## src/rtl/lfsr_noise_gen.sv

```systemverilog
// Parametrised Galois LFSR noise source with rate divider, seed reload,
// all-zero lock-up recovery, signed amplitude-scaled sample and wrap detection.
module lfsr_noise_gen #(
    parameter int               WIDTH = 8,
    parameter logic [WIDTH-1:0] TAPS  = WIDTH'(8'h1D),
    parameter logic [WIDTH-1:0] SEED  = {WIDTH{1'b1}},
    parameter int               DIV_W = 8,
    parameter int               OUT_W = 16
) (
    input  logic             clk,
    input  logic             I_RST,
    input  logic             audio_clk_en,
    input  logic             enable_i,
    input  logic [DIV_W-1:0] rate_i,
    input  logic             load_i,
    input  logic [WIDTH-1:0] seed_i,
    input  logic [OUT_W-2:0] level_i,
    output logic [WIDTH-1:0] state_o,
    output logic             noise_o,
    output logic [OUT_W-1:0] sample_o,
    output logic             step_o,
    output logic             wrap_o
);

    localparam logic [WIDTH-1:0] ZERO_STATE = {WIDTH{1'b0}};
    localparam logic [DIV_W-1:0] DIV_ZERO   = {DIV_W{1'b0}};
    localparam logic [DIV_W-1:0] DIV_ONE    = {{(DIV_W-1){1'b0}}, 1'b1};
    localparam logic [OUT_W-1:0] OUT_ONE    = {{(OUT_W-1){1'b0}}, 1'b1};

    // A zero state never advances in a Galois LFSR, so it is replaced by SEED.
    function automatic logic [WIDTH-1:0] lfsr_next(input logic [WIDTH-1:0] s);
        logic [WIDTH-1:0] n;
        if (s == ZERO_STATE) begin
            n = SEED;
        end else begin
            n = {s[WIDTH-2:0], 1'b0} ^ (s[WIDTH-1] ? TAPS : ZERO_STATE);
        end
        return n;
    endfunction

    function automatic logic [WIDTH-1:0] seed_fix(input logic [WIDTH-1:0] s);
        logic [WIDTH-1:0] v;
        if (s == ZERO_STATE) begin
            v = SEED;
        end else begin
            v = s;
        end
        return v;
    endfunction

    function automatic logic [OUT_W-1:0] scale_sample(input logic             noise,
                                                      input logic [OUT_W-2:0] level);
        logic [OUT_W-1:0] mag;
        logic [OUT_W-1:0] res;
        mag = {1'b0, level};
        if (noise) begin
            res = mag;
        end else begin
            res = ~mag + OUT_ONE;
        end
        return res;
    endfunction

    logic [WIDTH-1:0] r_state;
    logic [WIDTH-1:0] r_start;
    logic [DIV_W-1:0] r_div_cnt;
    logic             r_noise;
    logic [OUT_W-1:0] r_sample;
    logic             r_step;
    logic             r_wrap;

    logic             w_tick;
    logic             w_div_zero;
    logic [WIDTH-1:0] w_next;
    logic [WIDTH-1:0] w_load_val;
    logic             w_wrap;
    logic [OUT_W-1:0] w_sample;

    // Next-state, load value and wrap detection for the current cycle.
    always_comb begin
        w_tick     = audio_clk_en & enable_i;
        w_div_zero = (r_div_cnt == DIV_ZERO);
        w_next     = lfsr_next(r_state);
        w_load_val = seed_fix(seed_i);
        w_sample   = scale_sample(w_next[WIDTH-1], level_i);
        if (w_next == r_start) begin
            w_wrap = 1'b1;
        end else begin
            w_wrap = 1'b0;
        end
    end

    // Reset > load > divider/step; every output is a register.
    always_ff @(posedge clk) begin
        if (I_RST) begin
            r_state   <= SEED;
            r_start   <= SEED;
            r_div_cnt <= DIV_ZERO;
            r_noise   <= SEED[WIDTH-1];
            r_sample  <= {OUT_W{1'b0}};
            r_step    <= 1'b0;
            r_wrap    <= 1'b0;
        end else if (load_i) begin
            r_state   <= w_load_val;
            r_start   <= w_load_val;
            r_div_cnt <= rate_i;
            r_noise   <= w_load_val[WIDTH-1];
            r_step    <= 1'b0;
            r_wrap    <= 1'b0;
        end else if (w_tick && w_div_zero) begin
            r_state   <= w_next;
            r_div_cnt <= rate_i;
            r_noise   <= w_next[WIDTH-1];
            r_sample  <= w_sample;
            r_step    <= 1'b1;
            r_wrap    <= w_wrap;
        end else if (w_tick) begin
            r_div_cnt <= r_div_cnt - DIV_ONE;
            r_step    <= 1'b0;
            r_wrap    <= 1'b0;
        end else begin
            r_step    <= 1'b0;
            r_wrap    <= 1'b0;
        end
    end

    assign state_o  = r_state;
    assign noise_o  = r_noise;
    assign sample_o = r_sample;
    assign step_o   = r_step;
    assign wrap_o   = r_wrap;

endmodule

```

## config.mk

```make
export PLATFORM = sky130hd
export DESIGN_NAME = lfsr_noise_gen
export DESIGN_NICKNAME = d
export VERILOG_FILES = /design/src/rtl/lfsr_noise_gen.sv
export SDC_FILE = /design/constraint.sdc
export NUM_CORES = 1
export LEC_CHECK = 0
export ABC_AREA = 1
export CORE_UTILIZATION = 35
export CTS_BUF_LIST = sky130_fd_sc_hd__clkbuf_2
export DETAILED_ROUTE_END_ITERATION = 10
export PLACE_DENSITY = 0.71
export SYNTH_ARGS = -nofsm -noshare
export SYNTH_HDL_FRONTEND = slang
export SYNTH_SLANG_ARGS = --single-unit
```

## constraint.sdc

```tcl
create_clock -name clk -period 1.85 [get_ports clk]
set_clock_uncertainty 0.2 [all_clocks]
set_input_delay 0.2775 -clock clk [delete_from_list [all_inputs] [get_ports clk]]
set_output_delay 0.2775 -clock clk [all_outputs]
set_load 0.02 [all_outputs]
```

==> results of run 1 <==
==> routing by layer <==
layer / track usage (%) / vias to the layer above
met4: 7.00 / 0
met2: 33.5 / 61
met3: 2.94 / 16
met5: 0 / -
met1: 22.8 / 1241
li1: - / 1424
==> placed cells by master, fill, tap and decap left out, drive strengths merged <==
master,netlist,layout
a21oi,22,22
a22oi,1,1
buf,8,35
clkbuf,5,6
clkdlybuf4s50,0,35
clkinv,0,2
dfxtp,42,42
dlygate4sd2,0,27
ha,3,3
inv,62,62
nand2,124,124
nand3,27,27
nand3b,1,1
nand4,2,2
nor2,40,40
nor3,7,7
nor4,2,2
o211ai,5,5
o21ai,30,30
o221ai,2,2
or2,1,1
xnor2,4,4
xor2,10,10
==> logic make-up after synthesis <==
group	after synthesis
DFF	42
adders and majority gates	3
AOI/OAI and AO/OA	60
xor gates and xnor gates	14
buffers and inverters	75
and+or+nand+nor	204
==> critical path: cells and delay by family, from the launching register on <==
family,cells,cell delay [ns]
compound gates,1,0.12
flops,1,0.37
simple gates,5,0.59
fa+ha+maj,1,0.14
buf+inv,3,0.28
==> report_power, final <==
part | internal, mW | total, mW | switching (mW)
registers | 0.963 | 1.01 | 0.0429
logic | 0.293 | 0.631 | 0.338
clock network | 0.0931 | 0.405 | 0.312
==> worst paths after layout <==
check        slack, ns  cells past startpoint      endpoint
min               0.27                      3  r_div_cnt[1]
min reg2reg       0.28                      2   sample_o[1]
max               0.08                     10   sample_o[8]
max reg2reg       0.08                     10   sample_o[8]
==> final cells by class <==
class | instances | share of cell area [%]
clock buffers | 6 | 0.844
clock inverters | 2 | 0.246
inverters | 62 | 6.54
multi-input cells | 281 | 39.4
flip-flops and latches | 42 | 23.8
well taps | 96 | 3.37
repair buffers | 97 | 25.8
==> what timing repair did <==
| item | 4_1_cts | 5_1_grt |
|---|---|---|
| setup endpoints to repair | 27 | 21 |
| setup buffers | 0 | 2 |
| gates resized for setup | 27 | 14 |
| pin swaps | 0 | 5 |
==> registers in the layout, indices dropped and copies added (netlist names) <==
register / count
step_o: 1
r_div_cnt: 8
state_o: 8
wrap_o: 1
r_start: 8
sample_o: 16
==> stage by stage <==
stage          total power, mW  cells  cell area [um^2]  setup slack [ns]  utilization, %
6_report                  2.04    586              3560            0.0752            51.5
5_1_grt                   2.17    586              3560          -0.00154            51.5
4_1_cts                   2.03    584              3510           0.00255            50.9
3_5_place_dp              1.65    576              3510            -0.137            50.8
3_3_place_gp              1.64    576              3510           -0.0809            50.8
2_1_floorplan             1.39    398              2550             0.102               -
==> results by group, run 1 <==
Status
  • Status: complete, no violations

Power and ir drop
  • Leak: 1.91 nW
  • Power density cells: 574 nW/um^2
  • Peak supply drop: 0.000392 V

Synth
  • Post-synth EDFFs: 0
  • Register area share after synthesis: 32.9%
  • Post-Syn Area: 2550 um^2
  • Largest cells by area after synthesis: dfxtp_1 (33%), nand2_1 (17%), inv_1 (8.8%), nand3_1 (5.3%), nor2_1 (5.1%)
  • Syn nets: 437
  • Most common cell in the netlist: nand2_1
  • Post-synthesis cell count: 398
  • Ys flop type: dfxtp_1
  • Post-synthesis compound-gate area fraction: 12.6%
  • Number of distinct library cells after synthesis: 30
  • Biggest area consumer among synthesized cells: dfxtp_1
  • Post-synthesis mux area share: 0%
  • Adder-Cell Fraction of Synth Area: 1.47%
  • Post-synth top area share: 32.9%
  • Synth warn: 0
  • Largest family of logic cells by synthesized area: simple AND/OR/NAND/NOR gates
  • Xor/xnor share of the synthesized area: 4.80%
  • Avg Inst Size Synth: 6.42 um^2
  • Async S/R FF share, synth: 0%
  • Area share of and/or/nand/nor cells after synthesis: 35.2%
  • Top cells by count, synth: nand2_1 (117), inv_1 (60), dfxtp_1 (42)
  • Flip-flop and latch count after synthesis: 42

Setup path
  • CP max stage cell: dfxtp_2
  • CP Launch Type: register
  • Critical Path End Type: register
  • Crit-path max FO: 7
  • Sequence of cells on the critical path: inv_2 -> ha_4 -> nand3_1 -> nor2_2 -> nand2_4 -> nor2_8 -> buf_6 -> nand2_1 -> o21ai_1 -> inv_1
  • Worst path max stage delay: 0.37 ns
  • Worst Path Required: 1.95 ns
  • Critical path type: reg -> reg
  • Start of the worst register-to-register path: r_div_cnt[1]
  • CP startpoint: r_div_cnt[1]
  • Worst EP arrival: 1.88 ns

Drt
  • Remaining routing DRC violations: 0
  • Final ANT Viol Nets: 0
  • Vias: 2,742
  • Avg WL per Cell: 11.7 um
  • DRT Wirelength: 6850 um
  • Met1 wire length: 3030 um
  • Top layer in use: met4
  • DR vias/cell: 4.68
  • DR pass1 iterations: 4
  • Iteration-0 DRC Markers: 162
  • DR WL met3: 235 um
  • WL met2: 3420 um

Worst hold path
  • Type of the worst min-delay path: in -> reg
  • Hold Startpoint: rate_i[1]

STA
  • Worst hold slack: 0.265 ns
  • Max_slew headroom: 78.8%
  • Tmin final: 1.77 ns
  • Pins Over Slew Limit: 0
  • Fin Setup TNS: 0 ns
  • Final Cycle Share: 95.9%
  • Fin. Hold Viols: 0
  • Fmax achieved: 563 MHz
  • Final setup vio count: 0
  • Worst Max-Slew Pin Slew: 0.314 ns

CTS
  • Root buf cell: clkbuf_2
  • CTS clock-pin slew for the worst setup and hold paths: 0.19 ns
  • Clk_lat worst skew: 0.41 ns
  • CTS tree: yes
  • Htree depth: 2
  • CTS Buffer Depth: 2
  • Number of CTS-inserted buffers: 5
  • Hold Buf Count CTS: 0
  • Clock Sink Count: 42

GRT
  • Number of global-route vias before repair: 2,566
  • Largest net degree at the start of global routing: 21
  • Gr usage total: 18.9%
  • Initial antenna violation count: 0
  • Global route overflow: 0
  • First-pass GRT wire length: 11,300 um

Die
  • IO Count: 63
  • Die width: 87.4 um
  • Initial Utilization: 37.0%
  • Num rows: 30
  • Die area: 7650 um^2
  • Core Area: 6910 um^2
  • Die H: 87.4 um

Finish
  • Diodes inserted: 0
  • Footprint of the multi-input gates: 1400 um^2
  • Nets: 528
  • Syn-to-layout area delta: 39.3%
  • Share of layout cells above drive strength 1: 13.9%
  • FILL cells: 719
  • Seq. cell area: 847 um^2

Placement
  • Hpwl dp: 5320 um
  • Port-buffer cells: 62
  • Routability Congestion: 0.843

Flow run
  • # Max-Cap Violations: 0
(Power assumes the default switching activity.)
==> run 2: changes to the inputs <==
--- a/config.mk
+++ b/config.mk
@@ -10,6 +10,7 @@
 export CTS_BUF_LIST = sky130_fd_sc_hd__clkbuf_2
 export DETAILED_ROUTE_END_ITERATION = 10
 export PLACE_DENSITY = 0.71
+export REMOVE_ABC_BUFFERS = 1
 export SYNTH_ARGS = -nofsm -noshare
 export SYNTH_HDL_FRONTEND = slang
 export SYNTH_SLANG_ARGS = --single-unit
==> run 2 against run 1 <==
Compared with the run above: critical path depth did not move; core utilization rose by 0.92 points; count of clock-buffer cells in the layout fell by 1; largest cell class unchanged; sequential cell count did not move; combinational power rose by 0.6%; sequential power barely moved; critical endpoint is now sample_o[12].
==> results by group, run 2 (synthesis gave the netlist of run 1 again) <==
STA
  • Worst Max-Slew Pin Slew: 0.418 ns (+0.104 ns)
  • Fin. Hold Viols: 0 (unchanged)
  • Worst hold slack: 0.231 ns (-0.0346 ns)
  • Pins Over Slew Limit: 0 (unchanged)
  • Max_slew headroom: 71.8% (-7.0 points)
  • Final setup vio count: 0 (unchanged)
  • Tmin final: 1.76 ns (-0.0179 ns)
  • Final Cycle Share: 95.0% (-0.97 points)
  • Fmax achieved: 569 MHz (+1.0%)
  • Fin Setup TNS: 0 ns (unchanged)

Placement
  • Placed cells: 573 (-0.52%)
  • Port-buffer cells: 62 (unchanged)
  • Placed Area: 3430 um^2 (-2.1%)
  • Routability Congestion: 0.880 (+4.4%)
  • Hpwl dp: 5250 um (-1.3%)

GRT
  • First-pass GRT wire length: 11,200 um (-1.4%)
  • Number of global-route vias before repair: 2,499 (-2.6%)
  • Met1 usage: 23.7% (+0.99 points)
  • Gr usage total: 18.7% (-0.18 points)
  • Met3 Track Usage GR: 3.03% (+0.095 points)
  • Initial antenna violation count: 0 (unchanged)
  • Busiest layer in global routing: met2
  • Global route overflow: 0 (unchanged)
  • GR Layer Usage met2: 31.4% (-2.1 points)
  • Largest net degree at the start of global routing: 15 (-29%)

Drt
  • Iteration-0 DRC Markers: 156 (-3.7%)
  • DR pass1 iterations: 4 (unchanged)
  • Final ANT Viol Nets: 0 (unchanged)
  • Avg WL per Cell: 11.8 um (+0.51%)
  • Remaining routing DRC violations: 0 (unchanged)
  • DR vias/cell: 4.75 (+1.5%)
  • DRT Wirelength: 6950 um (+1.4%)
  • Vias: 2,807 (+2.4%)

Die
  • Num rows: 30 (unchanged)
  • IO Count: 63 (unchanged)
  • Die width: 87.4 um (unchanged)
  • Core Area: 6910 um^2 (unchanged)
  • Die area: 7650 um^2 (unchanged)
  • Die H: 87.4 um (unchanged)
  • Initial Utilization: 37.0% (unchanged)

Setup path
  • Start of the worst register-to-register path: r_div_cnt[0]
  • R2R Setup Slk: 0.09 ns (+0.02 ns)
  • Reg2reg path depth: 10 (unchanged)
  • CP Launch Type: register
  • Worst Path Required: 2.00 ns (+0.05 ns)
  • Worst EP arrival: 1.91 ns (+0.03 ns)
  • Reg2reg end: sample_o[12]
  • Critical path type: reg -> reg
  • Critical Path End Type: register
  • Crit-path max FO: 8 (+1)

CTS
  • Clock Sink Count: 42 (unchanged)
  • Clk_lat worst skew: 0.42 ns (about the same)
  • Root buf cell: clkbuf_2
  • Number of CTS-inserted buffers: 5 (unchanged)
  • Hold Buf Count CTS: 0 (unchanged)
  • Htree depth: 2 (unchanged)
  • CTS clock-pin slew for the worst setup and hold paths: 0.22 ns (+0.03 ns)
  • CTS tree: yes
  • CTS Buffer Depth: 2 (unchanged)

Flow run
  • # Max-Cap Violations: 0 (unchanged)

Finish
  • Most frequent cells in the layout: nand2_1 (117), inv_1 (58), buf_4 (37), dfxtp_1 (37), clkdlybuf4s50_1 (35)
  • Max reg flops: 16 (unchanged)
  • Final non-filler cell total: 591 (+0.85%)
  • Commonest non-fill, non-tap cell in the layout: nand2_1
  • Syn-to-layout area delta: 41.8%
  • Diodes inserted: 0 (unchanged)
  • Share of layout cells above drive strength 1: 14.7% (+0.87 points)
  • Finished Cell Area: 3620 um^2 (+1.8%)
  • Nets: 533 (+0.95%)

Status
  • Status: complete, no violations

Power and ir drop
  • Power density cells: 642 nW/um^2 (+12%)
  • Peak supply drop: 0.000313 V (-20%)
  • Pwr Total: 2.33 mW (+14%)
  • Leak: 1.93 nW (+1.2%)

Worst hold path
  • Hold Startpoint: rate_i[1]
  • Worst Hold End: r_div_cnt[1]
  • Type of the worst min-delay path: in -> reg
  • Worst hold stages: 3 (unchanged)
run 2: cell types whose count changed in the layout (fill, tap and decap cells not counted), moves of 2 or more:
cell	change
bufinv_16	+2
buf_12	-4
dfxtp_2	-2
buf_4	+9
dfxtp_4	+2
run 2: layer usage:
| layer | share of wire (%) | vias up | routed length, um |
|---|---|---|---|
| li1 | - | 1439 | - |
| met1 | 45 | 1274 | 3110 |
| met4 | 2.0 | 0 | 138 |
| met5 | 0 | - | 0 |
| met2 | 49 | 80 | 3380 |
| met3 | 4.6 | 14 | 322 |
run 2: worst max-delay path by stage:
stage | from | to | slack, ns
global placement | audio_clk_en | sample_o[9] | -0.11
floorplan | state_o[7] | sample_o[5] | -0.12
global route | r_div_cnt[0] | sample_o[12] | -0.02
detailed placement | enable_i | sample_o[8] | -0.14
CTS | r_div_cnt[0] | wrap_o | 0.02
finish | r_div_cnt[0] | sample_o[12] | 0.09
run 2: critical path, stage by stage, from the launching register on:
cell     delay [ns]
dfxtp_2        0.38
inv_2          0.08
ha_4           0.14
nand3_2        0.09
nor2_4         0.13
nand2_4        0.09
nor2_8         0.21
buf_6          0.16
nand2_1        0.05
o21ai_1        0.13
inv_1          0.04
run 2: final cells by class:
cell class                      instances  area (um^2)
Fill cell                             722         3280
Multi-Input combinational cell        281         1420
Timing Repair Buffer                  102          908
Sequential cell                        42          852
Inverter                               62          233
Tap cell                               96          120
Clock inverter                          3         63.8
Clock buffer                            5         25.0
run 2: report_power, final:
group | leakage [nW] | total, mW | switching [mW] | internal [mW]
Sequential | 0.346 | 1.01 | 0.0442 | 0.962
Clock | 0.0506 | 0.686 | 0.327 | 0.359
Combinational | 1.53 | 0.635 | 0.344 | 0.291
run 2: per-stage QoR:
stage	util [%]	setup WS [ns]
2_1_floorplan	-	-0.123
3_3_place_gp	49.7	-0.108
3_5_place_dp	49.7	-0.142
4_1_cts	50.6	0.0219
5_1_grt	52.5	-0.0249
6_report	52.5	0.0931
run 2: repair_timing:
item / 4_1_cts / 5_1_grt
cloned: 0 / 0
setup buffers: 0 / 10
pin swaps: 0 / 5
resized for setup: 28 / 18
endpoints found under the setup margin: 30 / 17
hold endpoints to repair: 0 / 0
==> run 3: changes to the inputs <==
--- a/config.mk
+++ b/config.mk
@@ -6,10 +6,10 @@
 export NUM_CORES = 1
 export LEC_CHECK = 0
 export ABC_AREA = 1
-export CORE_UTILIZATION = 35
+export CORE_UTILIZATION = 30
 export CTS_BUF_LIST = sky130_fd_sc_hd__clkbuf_2
 export DETAILED_ROUTE_END_ITERATION = 10
-export PLACE_DENSITY = 0.71
+export PLACE_DENSITY = 0.64
 export REMOVE_ABC_BUFFERS = 1
 export SYNTH_ARGS = -nofsm -noshare
 export SYNTH_HDL_FRONTEND = slang
==> run 3 against run 2 <==
Compared with the run above: maximum frequency down 1.5%; clock power about the same; critical path depth decreased by 8; count of clock-buffer cells in the layout stayed put; global-route usage fell by 2.7 points; first-iteration DRC count fell by 21%; sequential power is essentially flat; die area grew 16%; non-clock buffer count up 2; final area grew 1.7%; critical endpoint is now state_o[7].
==> results by group, run 3 (synthesis gave the netlist of run 1 again) <==
STA
  • Final setup margin: 0.0671 ns (-0.0261 ns)
  • Pins Over Slew Limit: 0 (unchanged)
  • Tmin final: 1.78 ns (+0.0261 ns)
  • Final setup vio count: 0 (unchanged)
  • Worst hold slack: 0.245 ns (+0.0141 ns)
  • Final Cycle Share: 96.4% (+1.4 points)
  • Worst Max-Slew Pin Slew: 0.322 ns (-0.0963 ns)
  • Fin. Hold Viols: 0 (unchanged)
  • Fin Setup TNS: 0 ns (unchanged)
  • Fmax achieved: 561 MHz (-1.5%)
  • Max_slew headroom: 78.3% (+6.5 points)

Die
  • Die area: 8890 um^2 (+16%)
  • Die width: 94.3 um (+7.8%)
  • Num rows: 33 (+10%)
  • Initial Utilization: 31.1% (-5.9 points)
  • IO Count: 63 (unchanged)
  • Core Area: 8220 um^2 (+19%)
  • Die H: 94.3 um (+7.8%)

Status
  • Status: complete, no violations

Setup path
  • R2R Setup Slk: 0.09 ns (about the same)
  • Worst path max stage delay: 0.43 ns (+0.05 ns)
  • Worst EP arrival: 1.31 ns (-0.60 ns)
  • Sequence of cells on the critical path: buf_4 -> dlygate4sd2_1
  • CP Launch Type: register
  • Crit-path max FO: 5 (-3)
  • Worst Path Required: 1.37 ns (-0.63 ns)
  • Crit path buf inv count: 2 (-1)
  • Critical Path End Type: output pin
  • Critical path type: reg -> out
  • CP max stage cell: dfxtp_4
  • Worst path top cell family by delay: buffers and inverters

Placement
  • Placed cells: 587 (+2.4%)
  • Dpl ws: -0.167 ns (-0.0251 ns)
  • Hpwl dp: 5340 um (+1.7%)
  • Routability Congestion: 0.880 (about the same)
  • Placed Area: 3500 um^2 (+1.8%)
  • Port-buffer cells: 62 (unchanged)

Drt
  • Iteration-0 DRC Markers: 124 (-21%)
  • Vias: 2,757 (-1.8%)
  • Remaining routing DRC violations: 0 (unchanged)
  • DR pass1 iterations: 4 (unchanged)
  • DRT Wirelength: 6950 um (about the same)
  • Final ANT Viol Nets: 0 (unchanged)
  • DR vias/cell: 4.57 (-3.7%)
  • Avg WL per Cell: 11.5 um (-2.0%)

GRT
  • Gr usage total: 16.0% (-2.7 points)
  • Initial antenna violation count: 0 (unchanged)
  • Number of global-route vias before repair: 2,513 (+0.56%)
  • First-pass GRT wire length: 11,200 um (+0.24%)
  • Largest net degree at the start of global routing: 16 (+1)
  • Global route overflow: 0 (unchanged)

Power and ir drop
  • Power density cells: 634 nW/um^2 (-1.3%)
  • Peak supply drop: 0.000366 V (+17%)
  • Pwr Total: 2.34 mW (+0.42%)
  • Leak: 1.97 nW (+1.8%)

Finish
  • FILL cells: 838 (+16%)
  • Footprint of the multi-input gates: 1430 um^2 (+0.79%)
  • Fin util: 44.9% (-7.6 points)
  • Finished Cell Area: 3690 um^2 (+1.7%)
  • Max reg flops: 16 (unchanged)
  • Syn-to-layout area delta: 44.3%
  • Diodes inserted: 0 (unchanged)
  • Most frequent cells in the layout: nand2_1 (117), inv_1 (58), buf_4 (38)
  • Nets: 536 (+0.56%)
  • Final non-filler cell total: 603 (+2.0%)
  • Share of layout cells above drive strength 1: 15.3% (+0.51 points)
  • Commonest non-fill, non-tap cell in the layout: nand2_1
  • Seq. cell area: 852 um^2 (unchanged)

CTS
  • Clock Sink Count: 42 (unchanged)
  • Clk_lat worst skew: 0.41 ns (about the same)
  • CTS Buffer Depth: 2 (unchanged)
  • CTS tree: yes
  • Htree depth: 2 (unchanged)
  • CTS clock-pin slew for the worst setup and hold paths: 0.25 ns (+0.03 ns)
  • Root buf cell: clkbuf_2
  • Hold Buf Count CTS: 0 (unchanged)
  • Number of CTS-inserted buffers: 5 (unchanged)

Worst hold path
  • Type of the worst min-delay path: in -> reg

Flow run
  • # Max-Cap Violations: 0 (unchanged)
==> run 3: changes by cell type in the layout (fill, tap and decap cells not counted), sizes merged <==
cell / before / now
buf: 40 / 42
dlygate4sd2: 26 / 25
dlymetal6s2s: 0 / 1
nor2: 40 / 41
==> run 3: timing repair <==
item | CTS | global route
resized for setup | 28 | 18
setup endpoints to repair | 31 | 18
cloned | 0 | 2
buffers inserted | 0 | 6
pin swaps | 0 | 4
==> run 3: per-layer routing <==
layer	wire, um	global-route usage (%)	vias to the layer above
met5	0	0	-
met2	3400	27.9	65
met3	313	2.67	6
met4	59	4.74	0
li1	-	-	1446
met1	3170	19.9	1240
==> run 3: layout make-up <==
type	instances	area share (%)
flip-flops and latches	42	23.1
clock buffers	5	0.679
multi-input cells	282	38.9
inverters	62	6.31
clock inverters	3	1.73
repair buffers	104	25.7
well taps	105	3.56
==> run 3: path summary, 6_finish.rpt <==
path                     start            to  depth (start not counted)
setup / recovery    state_o[7]    state_o[7]                          2
hold / removal       rate_i[1]  r_div_cnt[1]                          3
setup reg to reg  r_div_cnt[0]   sample_o[8]                         10
hold reg to reg    sample_o[1]   sample_o[1]                          2
==> run 3: worst register-to-register path: cells and delay by family (launching register included) <==
kind	cells	cell delay, ns
AND/OR/NAND/NOR	5	0.56
AO/OA/AOI/OAI	1	0.13
buffers and inverters	3	0.29
adder cells (fa/ha/maj)	1	0.14
flip-flops	1	0.37
==> run 3: power by group <==
part	total [mW]	switching (mW)	internal, mW
Combinational	0.650	0.348	0.302
Clock	0.683	0.324	0.359
Sequential	1.00	0.0414	0.963
==> variant: new RTL, config.mk and constraints of run 3 <==
Add an input register stage for `enable_i`, `rate_i`, `load_i`, `seed_i` and `level_i`, without a reset; this delays them by one clock.
--- a/src/rtl/lfsr_noise_gen.sv
+++ b/src/rtl/lfsr_noise_gen.sv
@@ -27,4 +27,18 @@
     localparam logic [DIV_W-1:0] DIV_ONE    = {{(DIV_W-1){1'b0}}, 1'b1};
     localparam logic [OUT_W-1:0] OUT_ONE    = {{(OUT_W-1){1'b0}}, 1'b1};
+
+    logic enable_q;
+    logic [DIV_W-1:0] rate_q;
+    logic load_q;
+    logic [WIDTH-1:0] seed_q;
+    logic [OUT_W-2:0] level_q;
+
+    always_ff @(posedge clk) begin
+        enable_q <= enable_i;
+        rate_q   <= rate_i;
+        load_q   <= load_i;
+        seed_q   <= seed_i;
+        level_q  <= level_i;
+    end
 
     // A zero state never advances in a Galois LFSR, so it is replaced by SEED.
@@ -79,9 +93,9 @@
     // Next-state, load value and wrap detection for the current cycle.
     always_comb begin
-        w_tick     = audio_clk_en & enable_i;
+        w_tick     = audio_clk_en & enable_q;
         w_div_zero = (r_div_cnt == DIV_ZERO);
         w_next     = lfsr_next(r_state);
-        w_load_val = seed_fix(seed_i);
-        w_sample   = scale_sample(w_next[WIDTH-1], level_i);
+        w_load_val = seed_fix(seed_q);
+        w_sample   = scale_sample(w_next[WIDTH-1], level_q);
         if (w_next == r_start) begin
             w_wrap = 1'b1;
@@ -101,8 +115,8 @@
             r_step    <= 1'b0;
             r_wrap    <= 1'b0;
-        end else if (load_i) begin
+        end else if (load_q) begin
             r_state   <= w_load_val;
             r_start   <= w_load_val;
-            r_div_cnt <= rate_i;
+            r_div_cnt <= rate_q;
             r_noise   <= w_load_val[WIDTH-1];
             r_step    <= 1'b0;
@@ -110,5 +124,5 @@
         end else if (w_tick && w_div_zero) begin
             r_state   <= w_next;
-            r_div_cnt <= rate_i;
+            r_div_cnt <= rate_q;
             r_noise   <= w_next[WIDTH-1];
             r_sample  <= w_sample;
Behaviour: not the same (Yosys sat finds a counterexample within 4 cycles, from zero or initial values and one cycle with I_RST high).
==> variant against run 3 <==
Wire length increased by 16%; power increased by 68%; final area increased by 29%; count of clock-buffer cells in the layout increased by 4; critical path depth decreased by 1; synthesized area increased by 26%; clock power increased by 110%; setup slack improved by 24 ps; combinational power increased by 9.5%; sequential cell count increased by 33; core utilization increased by 0.90 points; synthesized cell count increased by 9.5%; highest routed layer unchanged.
==> variant: results <==
[layout]
drive_above_1_share_pct = 14.3
final_cells = 694
largest_reg_flops = 16
n_fill_cell = 1041
final_nets = 592

[critical_path]
endpoint_kind = output port
r2r_setup_slack_ps = 110
worstPathMaxFanout = 4
worst_path_max_delay_cell = dfxtp_1
crit_end = state_o[0]
critPathTopFamily = flip-flops
worstSetupStartpoint = state_o[0]
worstRegToRegCells = 9
crit_arrival_ps = 1280
r2r-end = sample_o[0]
r2r_start = r_div_cnt[1]

[cts]
ctsRootBufferMaster = clkbuf_2
cts.clk_slew.worst_paths_ps = 210
cts_made_buffers = 9
cts_max_path_buffers = 2
h-tree-depth = 3
worstSkewPairLatency_ps = 510

[placement]
gp_congestion = 0.860
hpwl_microns = 5850
post_dp_cell_area_sq_um = 4160
post-place-ws_ps = -185
placedCellCount = 644

[min_path]
hold_depth = 2
hold_end = sample_o[1]
holdCritPathClass = flop to flop
timing.hold.worst.start = sample_o[1]

[logic_synthesis]
synth-seq-area-share_pct = 46.5
ys_warn_count = 0
yosys-top-cells-count = 123 x nand2_1, 75 x dfxtp_1, 50 x inv_1, 40 x nand3_1, 35 x nor2_1
synth_cell_type_count = 31
netlist_instances = 436
synthTopCellsByArea = dfxtp_1 46%, nand2_1 14%, nand3_1 6.2%

[timing]
setup_ws_ps = 91.4
worstMarginPinSlew_ps = 400
holdWs_ps = 277

[status]
outcome = finished, final reports clean

[global_route]
grt_pass1_wl_microns = 13600
grt_pass1_vias = 2993
grt_max_degree = 19
grt_usage_pct = 15.4

[drt]
wl_per_cell_microns = 11.6
first_iter_violations = 93
vias = 3096
first_pass_iters = 4

[power_and_ir_drop]
p_leak_nw = 2.31
vdd_drop_max_mv = 0.364
==> variant: worst reg2reg max path: stages, from the launching register on <==
cell	delay, ps
dfxtp_2	370
inv_2	70
ha_4	130
inv_1	60
nor2_4	140
nand4_1	160
nor2_2	220
buf_12	140
o21ai_0	80
a21oi_1	120
==> variant: what timing repair did <==
item                                   in CTS  in global routing
endpoints found under the hold margin      33                  0
setup buffers                               0                  1
pin swaps                                   0                  8
setup endpoints to repair                  32                 37
hold buffers                               33                  0
resized for setup                          33                 29
==> variant: cell type report <==
| class | instances | area [sq um] | area share [%] |
|---|---|---|---|
| sequential | 75 | 1510 | 31.9 |
| clock buffer | 9 | 45.0 | 0.949 |
| inverter | 54 | 210 | 4.43 |
| timing repair buffer | 120 | 1160 | 24.5 |
| clock inverter | 7 | 163 | 3.43 |
| multi-input combinational | 293 | 1480 | 31.2 |
| tap | 136 | 170 | 3.59 |
==> variant: power by group <==
part	total, mW	switching, mW	internal, mW
clock network	1.44	0.586	0.854
registers	1.78	0.0686	1.71
logic	0.712	0.363	0.348
total	3.94	1.02	2.92
==> variant: cells by family (layout without fill, tap and decap cells) <==
group,after synthesis,count (layout),synth area share (%)
xor gates and xnor gates,12,12,3.25
DFF,75,75,46.5
AOI/OAI and AO/OA,50,50,8.41
buffers and inverters,68,190,9.07
and+or+nand+nor,228,228,31.6
adders and majority gates,3,3,1.16
==> variant: routing by layer <==
layer	part of all wire (%)	vias up	routed length [microns]	GRT usage [%]
li1	-	1615	-	-
met4	1.4	0	115	5.36
met5	0	-	0	0
met3	3.3	11	268	3.03
met2	48	63	3870	26.8
met1	47	1407	3790	18.8
